===== config.mk =====
export PLATFORM = sky130hd
export DESIGN_NAME = uart_xcvr_flat
export DESIGN_NICKNAME = d
export VERILOG_FILES = /design/src/rtl/uart_xcvr_if.sv /design/src/rtl/uart_xcvr.sv /design/src/flat_wrapper.sv
export SDC_FILE = /design/constraint.sdc
export NUM_CORES = 1
export LEC_CHECK = 0
export CAP_MARGIN = 20
export CORE_MARGIN = 1.5
export CORE_UTILIZATION = 40
export DETAILED_ROUTE_END_ITERATION = 8
export GPL_ROUTABILITY_DRIVEN = 0
export GPL_TIMING_DRIVEN = 0
export PLACE_DENSITY = 0.7
export REMOVE_ABC_BUFFERS = 1
export SLEW_MARGIN = 20
export SYNTH_ARGS = -nofsm -noshare
export SYNTH_HDL_FRONTEND = slang
export SYNTH_SLANG_ARGS = --single-unit
export TNS_END_PERCENT = 1

===== constraint.sdc =====
create_clock -name clk -period 1.8 [get_ports clk]
set_input_delay 0.54 -clock clk [delete_from_list [all_inputs] [get_ports clk]]
set_output_delay 0.54 -clock clk [all_outputs]
set_load 0.02 [all_outputs]

===== src/rtl/uart_xcvr_if.sv =====
// Client-side word bus of uart_xcvr: TX valid/ready/done handshake and RX result with error flags.
// The master is the byte-stream client; the slave is the transceiver.
interface uart_xcvr_if #(
  parameter int DATA_BITS = 8
);
  logic                 tx_valid;
  logic [DATA_BITS-1:0] tx_data;
  logic                 tx_ready;
  logic                 tx_done;
  logic                 rx_valid;
  logic [DATA_BITS-1:0] rx_data;
  logic                 rx_parity_err;
  logic                 rx_frame_err;

  modport master (
    output tx_valid, tx_data,
    input  tx_ready, tx_done, rx_valid, rx_data, rx_parity_err, rx_frame_err
  );

  modport slave (
    input  tx_valid, tx_data,
    output tx_ready, tx_done, rx_valid, rx_data, rx_parity_err, rx_frame_err
  );
endinterface


===== src/rtl/uart_xcvr.sv =====
// Full-duplex UART: independent TX/RX FSMs. TX starts the cycle after handshake, no queue (tx_ready only when idle);
// RX samples bit centres via a 2-flop synchroniser and pulses rx_valid at mid-stop, with no backpressure.
module uart_xcvr #(
  parameter int CLKS_PER_BIT = 16,
  parameter int DATA_BITS    = 8,
  parameter int PARITY_EN    = 0,
  parameter int PARITY_ODD   = 0,
  parameter int STOP_BITS    = 1
) (
  input  logic       clk,
  input  logic       rst_n,
  uart_xcvr_if.slave bus,
  output logic       tx_out,
  input  logic       rx_in
);
  localparam int BW = $clog2(CLKS_PER_BIT);
  localparam int CW = $clog2(DATA_BITS + 1);
  localparam logic [BW-1:0] BAUD_LAST = BW'(CLKS_PER_BIT - 1);
  localparam logic [BW-1:0] BAUD_PRE  = BW'(CLKS_PER_BIT - 2);
  localparam logic [BW-1:0] BAUD_HALF = BW'(CLKS_PER_BIT / 2 - 1);
  localparam logic [CW-1:0] DATA_LAST = CW'(DATA_BITS - 1);
  localparam logic [CW-1:0] STOP_LAST = CW'(STOP_BITS - 1);
  localparam logic          ODD       = (PARITY_ODD != 0);

  typedef enum logic [2:0] {TX_IDLE, TX_START, TX_DATA, TX_PARITY, TX_STOP} tx_state_t;
  typedef enum logic [2:0] {RX_IDLE, RX_START, RX_DATA, RX_PARITY, RX_STOP} rx_state_t;

  tx_state_t            tx_state;
  logic [BW-1:0]        tx_baud;
  logic [CW-1:0]        tx_bit;
  logic [DATA_BITS-1:0] tx_shift;
  logic                 tx_par;
  logic                 tx_done_r;

  assign bus.tx_ready = (tx_state == TX_IDLE);
  assign bus.tx_done  = tx_done_r;

  always_ff @(posedge clk or negedge rst_n) begin
    if (!rst_n) begin
      tx_state  <= TX_IDLE;
      tx_baud   <= '0;
      tx_bit    <= '0;
      tx_shift  <= '0;
      tx_par    <= 1'b0;
      tx_done_r <= 1'b0;
      tx_out    <= 1'b1;
    end else begin
      tx_done_r <= 1'b0;
      if (tx_state != TX_IDLE)
        tx_baud <= (tx_baud == BAUD_LAST) ? '0 : tx_baud + BW'(1);
      case (tx_state)
        TX_IDLE: if (bus.tx_valid) begin
          tx_shift <= bus.tx_data;
          tx_par   <= (^bus.tx_data) ^ ODD;
          tx_out   <= 1'b0;
          tx_baud  <= '0;
          tx_state <= TX_START;
        end
        TX_START: if (tx_baud == BAUD_LAST) begin
          tx_out   <= tx_shift[0];
          tx_bit   <= '0;
          tx_state <= TX_DATA;
        end
        TX_DATA: if (tx_baud == BAUD_LAST) begin
          if (tx_bit == DATA_LAST) begin
            tx_bit <= '0;
            if (PARITY_EN != 0) begin
              tx_out   <= tx_par;
              tx_state <= TX_PARITY;
            end else begin
              tx_out   <= 1'b1;
              tx_state <= TX_STOP;
            end
          end else begin
            tx_shift <= tx_shift >> 1;
            tx_out   <= tx_shift[1];
            tx_bit   <= tx_bit + CW'(1);
          end
        end
        TX_PARITY: if (tx_baud == BAUD_LAST) begin
          tx_out   <= 1'b1;
          tx_bit   <= '0;
          tx_state <= TX_STOP;
        end
        TX_STOP: begin
          // Raise done one cycle early so the registered pulse lands in the final stop cycle.
          if (tx_bit == STOP_LAST && tx_baud == BAUD_PRE)
            tx_done_r <= 1'b1;
          if (tx_baud == BAUD_LAST) begin
            if (tx_bit == STOP_LAST) begin
              tx_bit   <= '0;
              tx_state <= TX_IDLE;
            end else begin
              tx_bit <= tx_bit + CW'(1);
            end
          end
        end
        default: tx_state <= TX_IDLE;
      endcase
    end
  end

  logic                 rx_meta, rx_sync, rx_armed, rx_perr;
  rx_state_t            rx_state;
  logic [BW-1:0]        rx_baud;
  logic [CW-1:0]        rx_bit;
  logic [DATA_BITS-1:0] rx_shift;

  always_ff @(posedge clk or negedge rst_n) begin
    if (!rst_n) begin
      rx_meta <= 1'b1;
      rx_sync <= 1'b1;
    end else begin
      rx_meta <= rx_in;
      rx_sync <= rx_meta;
    end
  end

  always_ff @(posedge clk or negedge rst_n) begin
    if (!rst_n) begin
      rx_state          <= RX_IDLE;
      rx_baud           <= '0;
      rx_bit            <= '0;
      rx_shift          <= '0;
      rx_perr           <= 1'b0;
      rx_armed          <= 1'b0;
      bus.rx_valid      <= 1'b0;
      bus.rx_data       <= '0;
      bus.rx_parity_err <= 1'b0;
      bus.rx_frame_err  <= 1'b0;
    end else begin
      bus.rx_valid <= 1'b0;
      case (rx_state)
        // A falling edge only counts once the line has been seen high (recovers from a break).
        RX_IDLE: if (rx_sync) begin
          rx_armed <= 1'b1;
        end else if (rx_armed) begin
          rx_baud  <= '0;
          rx_state <= RX_START;
        end
        RX_START: if (rx_baud == BAUD_HALF) begin
          rx_baud  <= '0;
          rx_bit   <= '0;
          rx_perr  <= 1'b0;
          rx_state <= rx_sync ? RX_IDLE : RX_DATA;
        end else begin
          rx_baud <= rx_baud + BW'(1);
        end
        RX_DATA: if (rx_baud == BAUD_LAST) begin
          rx_baud  <= '0;
          rx_shift <= {rx_sync, rx_shift[DATA_BITS-1:1]};
          if (rx_bit == DATA_LAST) rx_state <= (PARITY_EN != 0) ? RX_PARITY : RX_STOP;
          else                     rx_bit   <= rx_bit + CW'(1);
        end else begin
          rx_baud <= rx_baud + BW'(1);
        end
        RX_PARITY: if (rx_baud == BAUD_LAST) begin
          rx_baud  <= '0;
          rx_perr  <= rx_sync ^ (^rx_shift) ^ ODD;
          rx_state <= RX_STOP;
        end else begin
          rx_baud <= rx_baud + BW'(1);
        end
        RX_STOP: if (rx_baud == BAUD_LAST) begin
          rx_baud           <= '0;
          bus.rx_data       <= rx_shift;
          bus.rx_parity_err <= rx_perr;
          bus.rx_frame_err  <= ~rx_sync;
          bus.rx_valid      <= 1'b1;
          rx_armed          <= rx_sync;
          rx_state          <= RX_IDLE;
        end else begin
          rx_baud <= rx_baud + BW'(1);
        end
        default: rx_state <= RX_IDLE;
      endcase
    end
  end
endmodule


===== src/flat_wrapper.sv =====
// flat-port wrapper written by rule: the top's interface ports become plain ports
module uart_xcvr_flat 
#(
  parameter int CLKS_PER_BIT = 16,
  parameter int DATA_BITS    = 8,
  parameter int PARITY_EN    = 0,
  parameter int PARITY_ODD   = 0,
  parameter int STOP_BITS    = 1
)
  (clk, rst_n, tx_out, rx_in, bus_tx_valid, bus_tx_data, bus_tx_ready, bus_tx_done, bus_rx_valid, bus_rx_data, bus_rx_parity_err, bus_rx_frame_err);
  uart_xcvr_if #(.DATA_BITS(DATA_BITS)) bus_i ();
  input  logic clk;
  input  logic rst_n;
  output logic tx_out;
  input  logic rx_in;
  input wire logic [$bits(bus_i.tx_valid)-1:0] bus_tx_valid;
  input wire logic [$bits(bus_i.tx_data)-1:0] bus_tx_data;
  output wire logic [$bits(bus_i.tx_ready)-1:0] bus_tx_ready;
  output wire logic [$bits(bus_i.tx_done)-1:0] bus_tx_done;
  output wire logic [$bits(bus_i.rx_valid)-1:0] bus_rx_valid;
  output wire logic [$bits(bus_i.rx_data)-1:0] bus_rx_data;
  output wire logic [$bits(bus_i.rx_parity_err)-1:0] bus_rx_parity_err;
  output wire logic [$bits(bus_i.rx_frame_err)-1:0] bus_rx_frame_err;
  assign bus_i.tx_valid = bus_tx_valid;
  assign bus_i.tx_data = bus_tx_data;
  assign bus_tx_ready = bus_i.tx_ready;
  assign bus_tx_done = bus_i.tx_done;
  assign bus_rx_valid = bus_i.rx_valid;
  assign bus_rx_data = bus_i.rx_data;
  assign bus_rx_parity_err = bus_i.rx_parity_err;
  assign bus_rx_frame_err = bus_i.rx_frame_err;
  uart_xcvr #(.CLKS_PER_BIT(CLKS_PER_BIT), .DATA_BITS(DATA_BITS), .PARITY_EN(PARITY_EN), .PARITY_ODD(PARITY_ODD), .STOP_BITS(STOP_BITS)) u_core (.clk(clk), .rst_n(rst_n), .bus(bus_i), .tx_out(tx_out), .rx_in(rx_in));
endmodule

==> results of run 1 <==
power breakdown:
| group | total, W | internal [W] | switching, W |
|---|---|---|---|
| clock network | 0.000709 | 0.000282 | 0.000426 |
| logic | 0.00114 | 0.000599 | 0.000544 |
| registers | 0.00176 | 0.00147 | 0.000283 |
registers in the layout, indices dropped and copies added, names as in the netlist, 3 cells and up:
signal and flops:
u_core.tx_baud 4, u_core.tx_state 3, u_core.rx_bit 4, u_core.rx_state 3
u_core.rx_baud 4, u_core.bus.rx_data 8, u_core.tx_bit 4, u_core.rx_shift 8
u_core.tx_shift 8
worst max-delay path: stages, from the launching register on:
cell and delay, ps:
dfrtp_2 440, or3_4 440, clkinv_4 80, buf_6 110
routing by layer:
layer | global-route usage (%) | vias to the layer above | wire length [um]
met1 | 18.8 | 896 | 2460
met4 | 5.11 | 0 | 68
met2 | 21.7 | 39 | 2190
met5 | 0 | - | 0
li1 | - | 943 | -
met3 | 2.92 | 7 | 180
cell usage after synthesis (all sizes together), types with 2 or more instances:
cell     number  share of area (%)
o31ai         3               0.78
mux2         34                 15
a21o          2               0.52
a31oi         2               0.43
nand2b        6                1.3
ha            6                2.6
nand4         5                1.6
o2bb2ai       2               0.61
nand2        10                1.3
nand3        10                2.5
inv           7               0.91
xnor2         5                1.5
buf          12                2.9
xor2          3               0.91
nand3b        3               0.78
and3          5                1.3
dfrtp        52                 45
nor3b         2               0.69
a21oi         8                1.4
o21ai        17                2.9
and3b         2               0.65
dfstp         3                2.7
nor3          4                1.2
nor4          2               0.65
nor2b         2               0.43
mux2i         4                1.4
nor2         19                2.8
stage by stage:
step | std cells | power, W | instance area (um2)
floorplan | 234 | 0.00250 | 2810
detailed placement | 355 | 0.00277 | 3180
CTS | 366 | 0.00359 | 3320
global placement | 355 | 0.00274 | 3180
finish | 369 | 0.00361 | 3350
global route | 369 | 0.00386 | 3350
logic make-up after synthesis:
family | synth area share, %
XOR/XNOR | 3.20
AO/OA/AOI/OAI | 9.59
adder cells (fa/ha/maj) | 2.59
AND/OR/NAND/NOR | 16.6
flip-flops | 47.7
multiplexers | 16.4
buffers and inverters | 3.93
repair_timing:
item / in CTS / in global routing
buffers inserted: 3 / 3
setup endpoints to repair: 31 / 17
gates resized for setup: 30 / 5
pin swaps: 1 / 3
cell type report:
class,count,area (um2)
Multi-Input combinational cell,172,1440
Clock buffer,5,68.8
Sequential cell,55,1390
Clock inverter,3,22.5
Timing Repair Buffer,31,278
Fill cell,657,3560
Tap cell,96,120
Inverter,7,31.3
worst max path at each step:
| stage | startpoint | end | cells after the start |
|---|---|---|---|
| global route | u_core.tx_state[1] | bus_tx_ready | 3 |
| global placement | rst_n | u_core.tx_shift[3] | 1 |
| finish | u_core.tx_state[1] | bus_tx_ready | 3 |
| CTS | u_core.tx_state[1] | bus_tx_ready | 3 |
| detailed placement | u_core.tx_state[0] | bus_tx_ready | 3 |
| floorplan | u_core.rx_baud[0] | u_core.rx_shift[3] | 4 |
==> out/results.ini, run 1 <==
[timing]
fin_ws_ps = -110
timing.hold.ws_ps = 257
relSlewSlack_pct = 54.7
clock_skew_ps = 7.23
finalSetupTns_ps = -110
post-route-period-util_pct = 106
hold_viol = 0
worst_pin_slew_ps = 680
setup_violations = 1
min_period_ps = 1910
rsz0062_at_grt = true
fmax_mhz = 524
drv_slew = 0

[route]
via_per_inst = 5.11
wire_per_inst_um = 13.3
remaining_drc_errors = 0
drt-initial-drc-count = 75
vias = 1885
ant_nets = 0
dr.pass1.iters = 4
wirelength_um = 4900

[status]
outcome = finished, violations left
violations = negative setup slack

[die]
die_w_um = 88.1
die-height_um = 88.1
rows = 30
core_um2 = 6910
die-area_um2 = 7760
initial_core_util_pct = 41.9
io_pins = 26

[placement]
portBuffers = 25
place_ws_ps = -517
hpwl_um = 3230

[yosys]
ys_seq_area_share_pct = 47.7
synthCells = 247
avgSynthCellArea_um2 = 11.7
yosys.cell_types.count = 60
synth_edf_count = 0
synth-seq-cells = 55
async_reset_ff_share_pct = 100
synthesis.area_um2 = 2900
ys.flop_type = dfrtp_1
synth-warning-count = 0

[final_layout]
final_common_cell = dfrtp_1
area_growth_pct = 15.6
final_cell_mix = dfrtp_1, nor2_1, mux2_4
num-nets-final = 290
drive_gt1_share_pct = 24.2
n_antenna_cell = 0
post-route-util_pct = 48.5

[clock_tree]
cts_tree = built
ctsHtreeMaxLevel = 2
clk_pin_slew_ps = 100
clk_latency_ps = 310
numCtsBuffers = 5
cts_buffer_depth = 2
cts_num_sinks = 55
root_buffer = clkbuf_8
cts_hold_buf = 0

[global_routing]
grt_pass1_wl_um = 8410
grt_max_degree = 56
grt_usage_pct = 13.8
grt_antenna_before_repair = 0
gr-total-overflow = 0
grt_pass1_vias = 1838

[min_path]
holdCritPathClass = primary input to asynchronous set/reset pin

[setup_path]
cp.required_ps = 1260
r2r_end = u_core.tx_shift[2]
cp-end-kind = primary output
r2r_slack_ps = 70
r2r-start = u_core.tx_state[2]
start_kind = flip-flop
critical_path_class = flip-flop to primary output
ff2ff_path_depth = 5
worstPathArrival_ps = 1370
worstPathMaxFanout = 5

[job]
maxCapViolCount = 0

[pwr]
irDropWorstVdd_v = 0.000556
power_leakage_nw = 1.57
powerDensity_nw_per_um2 = 1080

Note: power is estimated with default switching activity, not from simulation.
==> run 2, diff against run 1 <==
--- a/config.mk
+++ b/config.mk
@@ -7,11 +7,12 @@
 export LEC_CHECK = 0
 export CAP_MARGIN = 20
 export CORE_MARGIN = 1.5
-export CORE_UTILIZATION = 40
+export CORE_UTILIZATION = 35
+export CTS_CLUSTER_SIZE = 28
 export DETAILED_ROUTE_END_ITERATION = 8
 export GPL_ROUTABILITY_DRIVEN = 0
 export GPL_TIMING_DRIVEN = 0
-export PLACE_DENSITY = 0.7
+export PLACE_DENSITY = 0.64
 export REMOVE_ABC_BUFFERS = 1
 export SLEW_MARGIN = 20
 export SYNTH_ARGS = -nofsm -noshare
==> out/results.ini, run 2 (synthesized netlist as in run 1, its figures left out) <==
[status]
outcome = finished, violations left
violations = negative setup slack

[timing]
rsz0062_at_grt = true
drv_slew = 0  ; unchanged
setup_violations = 1  ; unchanged
hold_viol = 0  ; unchanged
clock_skew_ps = 8.49  ; +1.25 ps
min_period_ps = 1900  ; -11.6 ps
relSlewSlack_pct = 53.4  ; -1.3 points
fin_ws_ps = -98.0  ; +11.6 ps
fmax_mhz = 527  ; +0.61%
finalSetupTns_ps = -98.0  ; +11.6 ps
worst_pin_slew_ps = 700  ; +20.0 ps
post-route-period-util_pct = 105  ; -0.65 points

[final_layout]
top_regs = u_core.bus.rx_data x8, u_core.rx_shift x8, u_core.tx_shift x8
num-nets-final = 291  ; +0.34%
postLayoutCellArea_um2 = 3390  ; +1.3%
post-route-util_pct = 43.2  ; -5.3 points
drive_gt1_share_pct = 25.2  ; +1.0 points
final_common_cell = dfrtp_1
final_cell_mix = dfrtp_1, nor2_1, mux2_4
n_antenna_cell = 0  ; unchanged
final_cells = 376  ; +1.9%
area_growth_pct = 17.1

[setup_path]
r2r_end = u_core.rx_shift[5]
worstPathArrival_ps = 1360  ; about the same
r2r-start = u_core.rx_baud[1]
r2r_slack_ps = 70  ; about the same
ff2ff_path_depth = 4  ; -1
cp-end-kind = primary output
cp_slowest_cell = dfrtp_2
cp.required_ps = 1260  ; about the same
worstPathMaxFanout = 4  ; -1
crit_family = flip-flops
start_kind = flip-flop
cp_slowest_stage_delay_ps = 430  ; about the same
critical_path_class = flip-flop to primary output
worstPathCellList = or3_4 -> inv_4 -> buf_6
worstPathBufferInverterCount = 2  ; unchanged

[die]
rows = 32  ; +6.7%
initial_core_util_pct = 36.9  ; -5.0 points
core_um2 = 7850  ; +14%
die_w_um = 94.0  ; +6.7%
io_pins = 26  ; unchanged
die-area_um2 = 8830  ; +14%
die-height_um = 94.0  ; +6.7%

[pwr]
power_leakage_nw = 1.58  ; +0.58%
powerDensity_nw_per_um2 = 1080  ; +0.44%
irDropWorstVdd_v = 0.000565  ; +1.6%
finalPower_w = 0.00367  ; +1.8%

[clock_tree]
cts_hold_buf = 0  ; unchanged
root_buffer = clkbuf_8
cts_buffer_depth = 2  ; unchanged
cts_num_sinks = 55  ; unchanged
clk_pin_slew_ps = 110  ; about the same
ctsHtreeMaxLevel = 2  ; unchanged
numCtsBuffers = 5  ; unchanged
clk_latency_ps = 310  ; about the same
cts_tree = built

[global_routing]
gr-total-overflow = 0  ; unchanged
grt_antenna_before_repair = 0  ; unchanged
grt_pass1_vias = 1859  ; +1.1%
grt_pass1_wl_um = 8820  ; +4.8%
grt_max_degree = 56  ; unchanged
grt_usage_pct = 12.6  ; -1.2 points

[route]
wirelength_um = 5210  ; +6.3%
dr.pass1.iters = 4  ; unchanged
wire_per_inst_um = 13.9  ; +4.3%
drt-initial-drc-count = 67  ; -11%
vias = 1940  ; +2.9%
remaining_drc_errors = 0  ; unchanged
via_per_inst = 5.16  ; +1.0%
ant_nets = 0  ; unchanged

[min_path]
holdCritPathClass = primary input to asynchronous set/reset pin

[placement]
place_area_um2 = 3180  ; +0.24%
dp.cells = 361  ; +1.7%
hpwl_um = 3380  ; +4.7%
portBuffers = 25  ; unchanged

[job]
maxCapViolCount = 0  ; unchanged

-- run 2: layer usage --
| metal | GRT usage [%] | vias to the layer above | routed length (um) |
|---|---|---|---|
| met2 | 21.1 | 35 | 2540 |
| li1 | - | 940 | - |
| met5 | 0 | - | 0 |
| met1 | 16.1 | 960 | 2430 |
| met3 | 2.83 | 5 | 180 |
| met4 | 4.10 | 0 | 54 |
-- run 2: worst reg2reg max path, cell delays in order, from the launching register on --
cell	delay (ps)
dfrtp_2	420
ha_4	200
nand4_4	160
nor3_4	470
mux2_1	380
-- run 2: where the power goes --
part	leakage (nW)	internal [W]	switching, W
clock	0.0467	0.000289	0.000440
combinational	0.823	0.000615	0.000554
sequential	0.709	0.00147	0.000299
-- run 2: worst max path at each step --
stage,cells past startpoint,from,slack (ps),endpoint
after detailed placement,3,u_core.tx_state[1],-500,bus_tx_ready
after global routing,3,u_core.tx_state[1],-150,bus_tx_ready
after CTS,3,u_core.tx_state[1],-140,bus_tx_ready
after global placement,1,rst_n,-1570,u_core.tx_shift[2]
after floorplan,4,u_core.rx_baud[0],-0.5,u_core.rx_shift[3]
final,3,u_core.tx_state[1],-100,bus_tx_ready
-- run 2: stage by stage --
step,setup slack (ps),hold WS [ps]
global route,-151,312
global placement,-1570,348
CTS,-138,287
finish,-98.0,261
detailed placement,-498,351
floorplan,-0.545,244
-- run 2: layout make-up --
type                            count  area, um2
Fill cell                         770       4460
Multi-Input combinational cell    172       1470
Sequential cell                    55       1390
Timing Repair Buffer               32        285
Clock inverter                      3       27.5
Inverter                            7       28.8
Tap cell                          102        128
Clock buffer                        5       68.8
-- run 2: what timing repair did --
action / 4_1_cts / 5_1_grt
endpoints found under the setup margin: 31 / 17
resized for setup: 30 / 7
hold endpoints to repair: 0 / 0
pin swaps: 2 / 1
buffers inserted: 3 / 4
